<file path="config.mk">
export PLATFORM = sky130hd
export DESIGN_NAME = imm_splitter
export DESIGN_NICKNAME = d
export VERILOG_FILES = /design/src/rtl/imm_splitter_pkg.sv /design/src/rtl/imm_splitter_len_calc.sv /design/src/rtl/imm_splitter.sv
export SDC_FILE = /design/constraint.sdc
export NUM_CORES = 1
export LEC_CHECK = 0
export ABC_AREA = 1
export ABC_CLOCK_PERIOD_IN_PS = 2050
export CAP_MARGIN = 10
export CORE_UTILIZATION = 50
export CTS_CLUSTER_DIAMETER = 30
export DETAILED_ROUTE_END_ITERATION = 10
export PLACE_DENSITY = 0.78
export SLEW_MARGIN = 0
export SYNTH_ARGS = -nofsm -noshare
export SYNTH_HDL_FRONTEND = slang
export SYNTH_SLANG_ARGS = --single-unit
</file>
<file path="constraint.sdc">
create_clock -name clk -period 2.05 [get_ports clk]
set_input_delay 0.3075 -clock clk [delete_from_list [all_inputs] [get_ports clk]]
set_output_delay 0.3075 -clock clk [all_outputs]
set_load 0.03 [all_outputs]
</file>
<file path="src/rtl/imm_splitter_pkg.sv">
// Shared constants and FSM state type for the immediate splitter and the
// datapath sign extender it mirrors.
package imm_splitter_pkg;

    localparam int DATA_W = 8;
    localparam int IMM_W  = 3;
    localparam int NCHUNK = (DATA_W + IMM_W - 1) / IMM_W;
    localparam int EXT_W  = NCHUNK * IMM_W;
    localparam int CNT_W  = $clog2(NCHUNK + 1);

    typedef enum logic {
        IDLE = 1'b0,
        EMIT = 1'b1
    } state_e;

endpackage

</file>
<file path="src/rtl/imm_splitter_len_calc.sv">
// imm_len_calc: number of IMM_W-bit chunks needed to rebuild a signed value
// (smallest k whose k*IMM_W-bit signed range contains the value).
module imm_len_calc #(
    parameter int DATA_W = imm_splitter_pkg::DATA_W,
    parameter int IMM_W  = imm_splitter_pkg::IMM_W,
    localparam int NCHUNK = (DATA_W + IMM_W - 1) / IMM_W,
    localparam int EXT_W  = NCHUNK * IMM_W,
    localparam int CNT_W  = $clog2(NCHUNK + 1)
) (
    input  logic [DATA_W-1:0] value,
    output logic [CNT_W-1:0]  n
);

    logic signed [EXT_W-1:0] ext;
    logic signed [EXT_W-1:0] upper;

    always_comb begin
        ext   = EXT_W'($signed(value));
        upper = '0;
        n     = CNT_W'(NCHUNK);
        // descending scan so the smallest fitting width wins
        for (int k = NCHUNK - 1; k >= 1; k--) begin
            upper = ext >>> (k * IMM_W - 1);
            if ((upper == '0) || (upper == '1)) begin
                n = CNT_W'(k);
            end
        end
    end

endmodule

</file>
<file path="src/rtl/imm_splitter.sv">
// Splits a signed value into the shortest MSB-first run of IMM_W-bit chunks.
// Optional IMM_SPLIT_STATS_EN adds saturating value/chunk handshake counters.
module imm_splitter #(
    parameter int DATA_W = imm_splitter_pkg::DATA_W,
    parameter int IMM_W  = imm_splitter_pkg::IMM_W
) (
    input  logic              clk,
    input  logic              rst_n,
    input  logic              in_valid,
    output logic              in_ready,
    input  logic [DATA_W-1:0] in_data,
    output logic              out_valid,
    input  logic              out_ready,
    output logic [IMM_W-1:0]  out_imm,
    output logic              out_first,
    output logic              out_last
`ifdef IMM_SPLIT_STATS_EN
    ,
    output logic [15:0]       stat_values,
    output logic [15:0]       stat_chunks
`endif
);

    // state | meaning
    // IDLE  | waiting for a value, in_ready=1
    // EMIT  | presenting chunk idx, count down to 0

    import imm_splitter_pkg::*;

    localparam int NCHUNK = (DATA_W + IMM_W - 1) / IMM_W;
    localparam int EXT_W  = NCHUNK * IMM_W;
    localparam int CNT_W  = $clog2(NCHUNK + 1);

    state_e               state_q, state_d;
    logic [EXT_W-1:0]     ext_q, ext_d;
    logic [CNT_W-1:0]     idx_q, idx_d;
    logic [CNT_W-1:0]     len;
    logic [IMM_W-1:0]     imm_d;
    logic                 valid_d, first_d, last_d;
    logic                 accept, chunk_done;
    logic signed [EXT_W-1:0] ext_in;

    imm_len_calc #(
        .DATA_W (DATA_W),
        .IMM_W  (IMM_W)
    ) u_len (
        .value (in_data),
        .n     (len)
    );

    function automatic logic [IMM_W-1:0] chunk_at(input logic [EXT_W-1:0] e,
                                                  input logic [CNT_W-1:0] i);
        logic [IMM_W-1:0] c;
        c = '0;
        for (int k = 0; k < NCHUNK; k++) begin
            if (i == CNT_W'(k)) begin
                c = e[k*IMM_W +: IMM_W];
            end
        end
        return c;
    endfunction

    assign ext_in     = EXT_W'($signed(in_data));
    assign in_ready   = (state_q == IDLE);
    assign accept     = in_valid && in_ready;
    assign chunk_done = out_valid && out_ready;

    always_comb begin
        state_d = state_q;
        ext_d   = ext_q;
        idx_d   = idx_q;
        imm_d   = out_imm;
        valid_d = out_valid;
        first_d = out_first;
        last_d  = out_last;
        case (state_q)
            IDLE: begin
                if (accept) begin
                    ext_d   = ext_in;
                    idx_d   = len - CNT_W'(1);
                    imm_d   = chunk_at(ext_in, len - CNT_W'(1));
                    valid_d = 1'b1;
                    first_d = 1'b1;
                    last_d  = (len == CNT_W'(1));
                    state_d = EMIT;
                end
            end
            EMIT: begin
                if (chunk_done) begin
                    if (idx_q == '0) begin
                        valid_d = 1'b0;
                        imm_d   = '0;
                        first_d = 1'b0;
                        last_d  = 1'b0;
                        state_d = IDLE;
                    end else begin
                        idx_d   = idx_q - CNT_W'(1);
                        imm_d   = chunk_at(ext_q, idx_q - CNT_W'(1));
                        first_d = 1'b0;
                        last_d  = (idx_q == CNT_W'(1));
                    end
                end
            end
            default: begin
                state_d = IDLE;
                valid_d = 1'b0;
            end
        endcase
    end

    always_ff @(posedge clk or negedge rst_n) begin
        if (!rst_n) begin
            state_q <= IDLE;
        end else begin
            state_q <= state_d;
        end
    end

    always_ff @(posedge clk or negedge rst_n) begin
        if (!rst_n) begin
            ext_q     <= '0;
            idx_q     <= '0;
            out_imm   <= '0;
            out_valid <= 1'b0;
            out_first <= 1'b0;
            out_last  <= 1'b0;
        end else begin
            ext_q     <= ext_d;
            idx_q     <= idx_d;
            out_imm   <= imm_d;
            out_valid <= valid_d;
            out_first <= first_d;
            out_last  <= last_d;
        end
    end

`ifdef IMM_SPLIT_STATS_EN
    always_ff @(posedge clk or negedge rst_n) begin
        if (!rst_n) begin
            stat_values <= '0;
            stat_chunks <= '0;
        end else begin
            if (accept && (stat_values != 16'hFFFF)) begin
                stat_values <= stat_values + 16'd1;
            end
            if (chunk_done && (stat_chunks != 16'hFFFF)) begin
                stat_chunks <= stat_chunks + 16'd1;
            end
        end
    end
`endif

endmodule

</file>
Word level (Yosys, flattened, before mapping)
Index checks and enable logic that the tools add are counted.
Widths: inputs -> output; s select.
{"block": "classes", "n_mul": 0, "n_eq_ne": 12, "div_mod_pow": 0, "magnitude_cmp": 0, "n_reduce_logical": 13, "bitwise_logic": 1, "shifts": 0, "n_mux": 30, "add_sub_neg": 2}
{"cell": "$mux 3", "count": 9}
{"cell": "$eq 9x9->1 const B", "count": 2}
{"cell": "$logic_not 9->1", "count": 2}
{"cell": "$mux 1", "count": 11}
{"cell": "$eq 2x1->1 const B", "count": 4}
{"cell": "$mux 2", "count": 4}
{"cell": "$pmux 1 s2", "count": 4}
{"cell": "$logic_not 2->1", "count": 3}
{"cell": "$ne 2x1->1 const B", "count": 3}
{"cell": "$pmux 3 s2", "count": 1}
{"cell": "$reduce_and 3->1", "count": 2}
{"cell": "$eq 2x2->1 const B", "count": 2}
{"cell": "$pmux 2 s2", "count": 1}
{"cell": "$reduce_and 2->1", "count": 2}
{"cell": "$sub 2x1->2 const B", "count": 2}
{"cell": "$logic_and 1x1->1", "count": 2}
{"cell": "$logic_or 1x1->1", "count": 2}
{"cell": "$ne 2x2->1 const B", "count": 1}
{"cell": "$not 1->1", "count": 1}
{"block": "totals", "mem_bits_ro": 0, "input_bits": 12, "word_cells": 65, "output_inout_bits": 7, "latchBits": 0, "n_memories": 0, "mem_bits_rw": 0, "regBits": 17}

Longest topological paths before layout
{"block": "logic_depth", "ltp_word": 11, "mapped_depth": 9, "ltp_nobuf": 9}

Cells and area by module
A second synthesis with hierarchy kept.
{"block": "hier_totals", "hier_cells": 152, "hier_area_um2": 1104.8}
{"mod": "imm_splitter", "seq_area_each_um2": 425.4, "area_each_um2": 1027.2, "cells_per_inst": 135, "n_inst": 1}
{"mod": "imm_len_calc", "seq_area_each_um2": 0.0, "area_each_um2": 77.6, "cells_per_inst": 17, "n_inst": 1}

Worst setup path after synthesis
No wires, ideal clock.
{"block": "synth_timing", "path_kind": "register to register", "startpoint": "register idx_q[0]", "endpoint": "register out_imm[0]", "t_arrival_ns": 1.126, "setup_ns": 0.119, "required_ns": 1.931, "stages_incl_launch_ff": 9, "path_buffers": 0, "setup_slack_ns": 0.805, "period_less_slack_ns": 1.245, "cell_sequence": "dfrtp_1 > inv_1 > ha_1 > nand2_1 > nand2_1 > a31oi_1 > nor2_1 > a21oi_1 > nand2_1"}
{"block": "synth_via", "elab_chain_cells": 8, "elab_cells_between_ends": 11, "classes_between": "add/sub (1); eq/ne (2); mux (6); reduce/logical (2)"}
{"item": "from (decl)", "line_no": "imm_splitter.sv:36", "source": "logic [CNT_W-1:0] idx_q, idx_d;"}
{"item": "from (signal assigned)", "line_no": "imm_splitter.sv:129", "source": "idx_q <= idx_d;"}
{"item": "$sub 2x1->2", "line_no": "imm_splitter.sv:98", "source": "imm_d = chunk_at(ext_q, idx_q - CNT_W'(1));"}
{"item": "$logic_not 2->1", "line_no": "imm_splitter.sv:56", "source": "if (i == CNT_W'(k)) begin"}
{"item": "$mux 3 (3 in a row)", "line_no": "imm_splitter.sv:56"}
{"item": "$mux 3 (*)", "line_no": "imm_splitter.sv:90", "source": "if (idx_q == '0) begin"}
{"item": "$mux 3 (*)", "line_no": "imm_splitter.sv:89", "source": "if (chunk_done) begin"}
{"item": "$pmux 3 s2 (*)", "line_no": "imm_splitter.sv:76", "source": "case (state_q)"}
{"item": "to (signal assigned)", "line_no": "imm_splitter.sv:130", "source": "out_imm <= imm_d;"}
{"item": "to (decl)", "line_no": "imm_splitter.sv:14", "source": "output logic [IMM_W-1:0] out_imm,"}
Mark *: on every way between the ends. The rest lies on a longest branch, timed or not. The select of a mux whose other input is x is not followed.
A chain may end at the register's enable or synchronous reset.

Worst setup path after layout
{"block": "layout_timing", "startpoint": "register state_q", "endpoint": "output in_ready"}
{"block": "layout_via", "elab_chain_cells": 1}
{"item": "from (decl)", "line_no": "imm_splitter.sv:34", "source": "state_e state_q, state_d;"}
{"item": "from (signal assigned)", "line_no": "imm_splitter.sv:115", "source": "state_q <= state_d;"}
{"item": "$not 1->1"}
{"item": "to (decl)", "line_no": "imm_splitter.sv:10", "source": "output logic in_ready,"}
Every way passes these cells.

==> impl_metrics.csv <==
group,metric,value,unit
yosys,synth_top_family_by_area,"simple AND/OR/NAND/NOR gates",
global_routing,first_global_vias,749,
place,numPortBuffers,18,
yosys,syn_avg_cell_area,7.53,µm²
global_routing,antenna_found_initial,0,
yosys,synth_cell_types,20,
detailed_routing,route.vias.total,859,
setup_path,crit_path_max_incr_delay,0.67,ns
setup_path,reg2reg_depth,9,
cts,cts-hold-fix-buffers,0,
timing,hold_viol_final,0,
detailed_routing,viasPerCell,4.99,
detailed_routing,ant_nets,0,
setup_path,crit_path_start,"state_q",
cts,cts_max_level,1,
yosys,synth_top_area_cell,"dfrtp_1",
yosys,synth_seq_cells,17,
cts,cts_resized,0,
cts,path_clk_slew,0.10,ns
yosys,synth_compound_area_frac,0.117,
min_path,hp-class,"in -> async",
setup_path,critPathRequiredTime,1.74,ns
detailed_routing,drtIter0Drc,22,
setup_path,reg2reg_from,"idx_q[0]",
job,timing.max_cap.violations,0,
floorplanning,floorplan.initialDensity,0.539,
power,irDropWorstVdd,912,µV
timing,fmax,0.538,GHz
place,hpwl,1540,µm
floorplanning,pin_count,19,
yosys,synth_mux_area_frac,0,
yosys,synthTopCellsByArea,"dfrtp_1 (45%), nand2_1 (20%), ha_1 (6.6%)",
floorplanning,die-area,2060,µm²
cells_and_area,seqCellArea,425,µm²
cts,insertion_delay,0.29,ns
cells_and_area,final_cell_count_no_fill,172,
global_routing,grt_pass1_wl,3260,µm
floorplanning,dieHeight,45.4,µm
global_routing,grt_use_total,0.233,
floorplanning,core-area,1750,µm²
cts,cts_made_buffers,3,
yosys,synthSimpleGateAreaFrac,0.315,
timing,relSlewSlack,0.796,
detailed_routing,post-route-drc-count,0,
yosys,synth-xor-area-share,0,
place,place.gp.congestion,0.900,
yosys,synth_nets,142,
floorplanning,die_w,45.4,µm
cts,cts_tree,"done",
detailed_routing,first_pass_iters,4,
yosys,yosys.area.top_type_share,0.452,
yosys,synth_cells,125,
cells_and_area,drive_gt1_frac,0.0952,
timing,min_period,1.86,ns
yosys,seq_area_frac_synth,0.452,
setup_path,path_cells,"inv_2 > clkdlybuf4s50_1",
cells_and_area,finalNetCount,165,
setup_path,worstSetupPathType,"reg -> out",
cells_and_area,antenna_cells,0,
cts,ctsRootBufferMaster,"clkbuf_4",
setup_path,cp_max_fo,6,
setup_path,crit_end,"in_ready",
yosys,yosysWarnings,0,
cells_and_area,fillers,161,
floorplanning,num_rows,15,
power,p_total,1.58,mW
setup_path,critPathArrivalTime,1.55,ns
yosys,synth_fa_ha_area_frac,0.0665,
timing,finalMaxSlewViolations,0,
cells_and_area,fin_util,0.677,
detailed_routing,routed_wl,1960,µm
yosys,synth_area,941,µm²
global_routing,overflow,0,
power,power_density,1340,nW/µm²
timing,finalClockSkew,0.00104,ns
timing,post-route-period-util,0.907,
setup_path,r2r_end,"out_imm[1]",
power,power.leakage,0.601,nW
cts,clock_sinks,17,
cts,clk_path_buf_depth,2,
setup_path,cp-end-kind,"output pin",
setup_path,setup.worst_path.start_class,"register",
timing,rsz0062_at_grt,"false",
detailed_routing,wl_per_cell,11.4,µm
timing,worstMarginPinSlew,0.305,ns
timing,setup-tns-final,0,ns
setup_path,rrSetupSlack,0.62,ns
global_routing,grt_max_degree,18,
setup_path,cp_slowest_cell,"clkdlybuf4s50_1",
cts,cts_setup_buffers,0,
timing,setup-violations-final,0,
status,outcome,"completed",
cells_and_area,area_growth,25.5,%
place,dp.cells,168,
cells_and_area,multiInputGateArea,469,µm²
-- worst min-delay path by stage --
stage,startpoint,endpoint,slack (ns),depth (start not counted)
after floorplan,rst_n,ext_q[0],0.01,0
after global placement,out_first,out_first,0.46,2
after detailed placement,out_first,out_first,0.47,2
after CTS,rst_n,idx_q[1],0.34,2
after global routing,rst_n,out_last,0.34,2
final,rst_n,idx_q[1],0.33,2
-- sequential cells by signal (all words and copies together) (netlist names) --
name,cells
ext_q,8
out_imm,3
idx_q,2
out_first,1
out_last,1
out_valid,1
state_q,1
-- worst max-delay path: cells and delay by family (launching register included) --
| kind | cells | cell delay (ns) |
|---|---|---|
| flip-flops | 1 | 0.46 |
| buffers and inverters | 2 | 0.80 |
-- cell usage in the layout (no fill, tap or decap) --
cell and count:
o21ai_2 1, a21oi_1 3, clkdlybuf4s50_1 18, a31oi_1 1
nand2_1 49, dfrtp_1 17, a21boi_1 1, o21ai_1 10
o21ai_0 3, a21boi_0 1, clkbuf_1 1, clkinv_1 1
nand2_4 1, nand4_1 2, nor2_1 10, nor2_2 1
inv_2 6, inv_1 4, nand3_1 7, clkbuf_4 3
buf_4 1, nand3_2 1, ha_1 5
-- per-stage QoR --
step                      hold slack (ns)  instance area, µm²  setup WS [ns]
after floorplan                    0.0119                 941          0.805
after global placement              0.458                1150          0.450
after detailed placement            0.468                1150          0.419
after CTS                           0.338                1180          0.189
after global routing                0.343                1180          0.128
final                               0.329                1180          0.190
-- synth_stat cells --
cell type	number
o21ai_0	3
nand3_2	1
inv_1	4
ha_1	5
inv_2	6
nand2_4	1
a31oi_1	1
nor2_2	1
nand3_1	7
a21oi_1	3
dfrtp_1	17
nand2_1	49
clkinv_1	1
nor2_1	10
a21boi_1	1
o21ai_2	1
nand4_1	2
o21ai_1	10
buf_2	1
a21boi_0	1
-- cell type report --
cell class / instances / share of cell area
Timing Repair Buffer: 19 / 0.159
Multi-Input combinational cell: 96 / 0.397
Sequential cell: 17 / 0.360
Tap cell: 25 / 0.0265
Inverter: 11 / 0.0350
Clock buffer: 4 / 0.0222
-- per-layer routing --
| metal | vias to the layer above | GRT usage | routed length (µm) |
|---|---|---|---|
| met3 | 5 | 0.0476 | 67 |
| met5 | - | 0 | 0 |
| met2 | 23 | 0.340 | 899 |
| met1 | 379 | 0.314 | 941 |
| li1 | 452 | - | - |
| met4 | 0 | 0.145 | 53 |
-- power breakdown --
part	switching (mW)	internal (mW)
combinational	0.472	0.310
sequential	0.119	0.493
clock	0.107	0.0758
-- cell families (layout without fill, tap and decap cells) --
family,after synthesis,count (layout)
adders and majority gates,5,5
DFF,17,17
buffers and inverters,12,34
AOI/OAI and AO/OA,20,20
and+or+nand+nor,71,71
(Power assumes the default switching activity.)
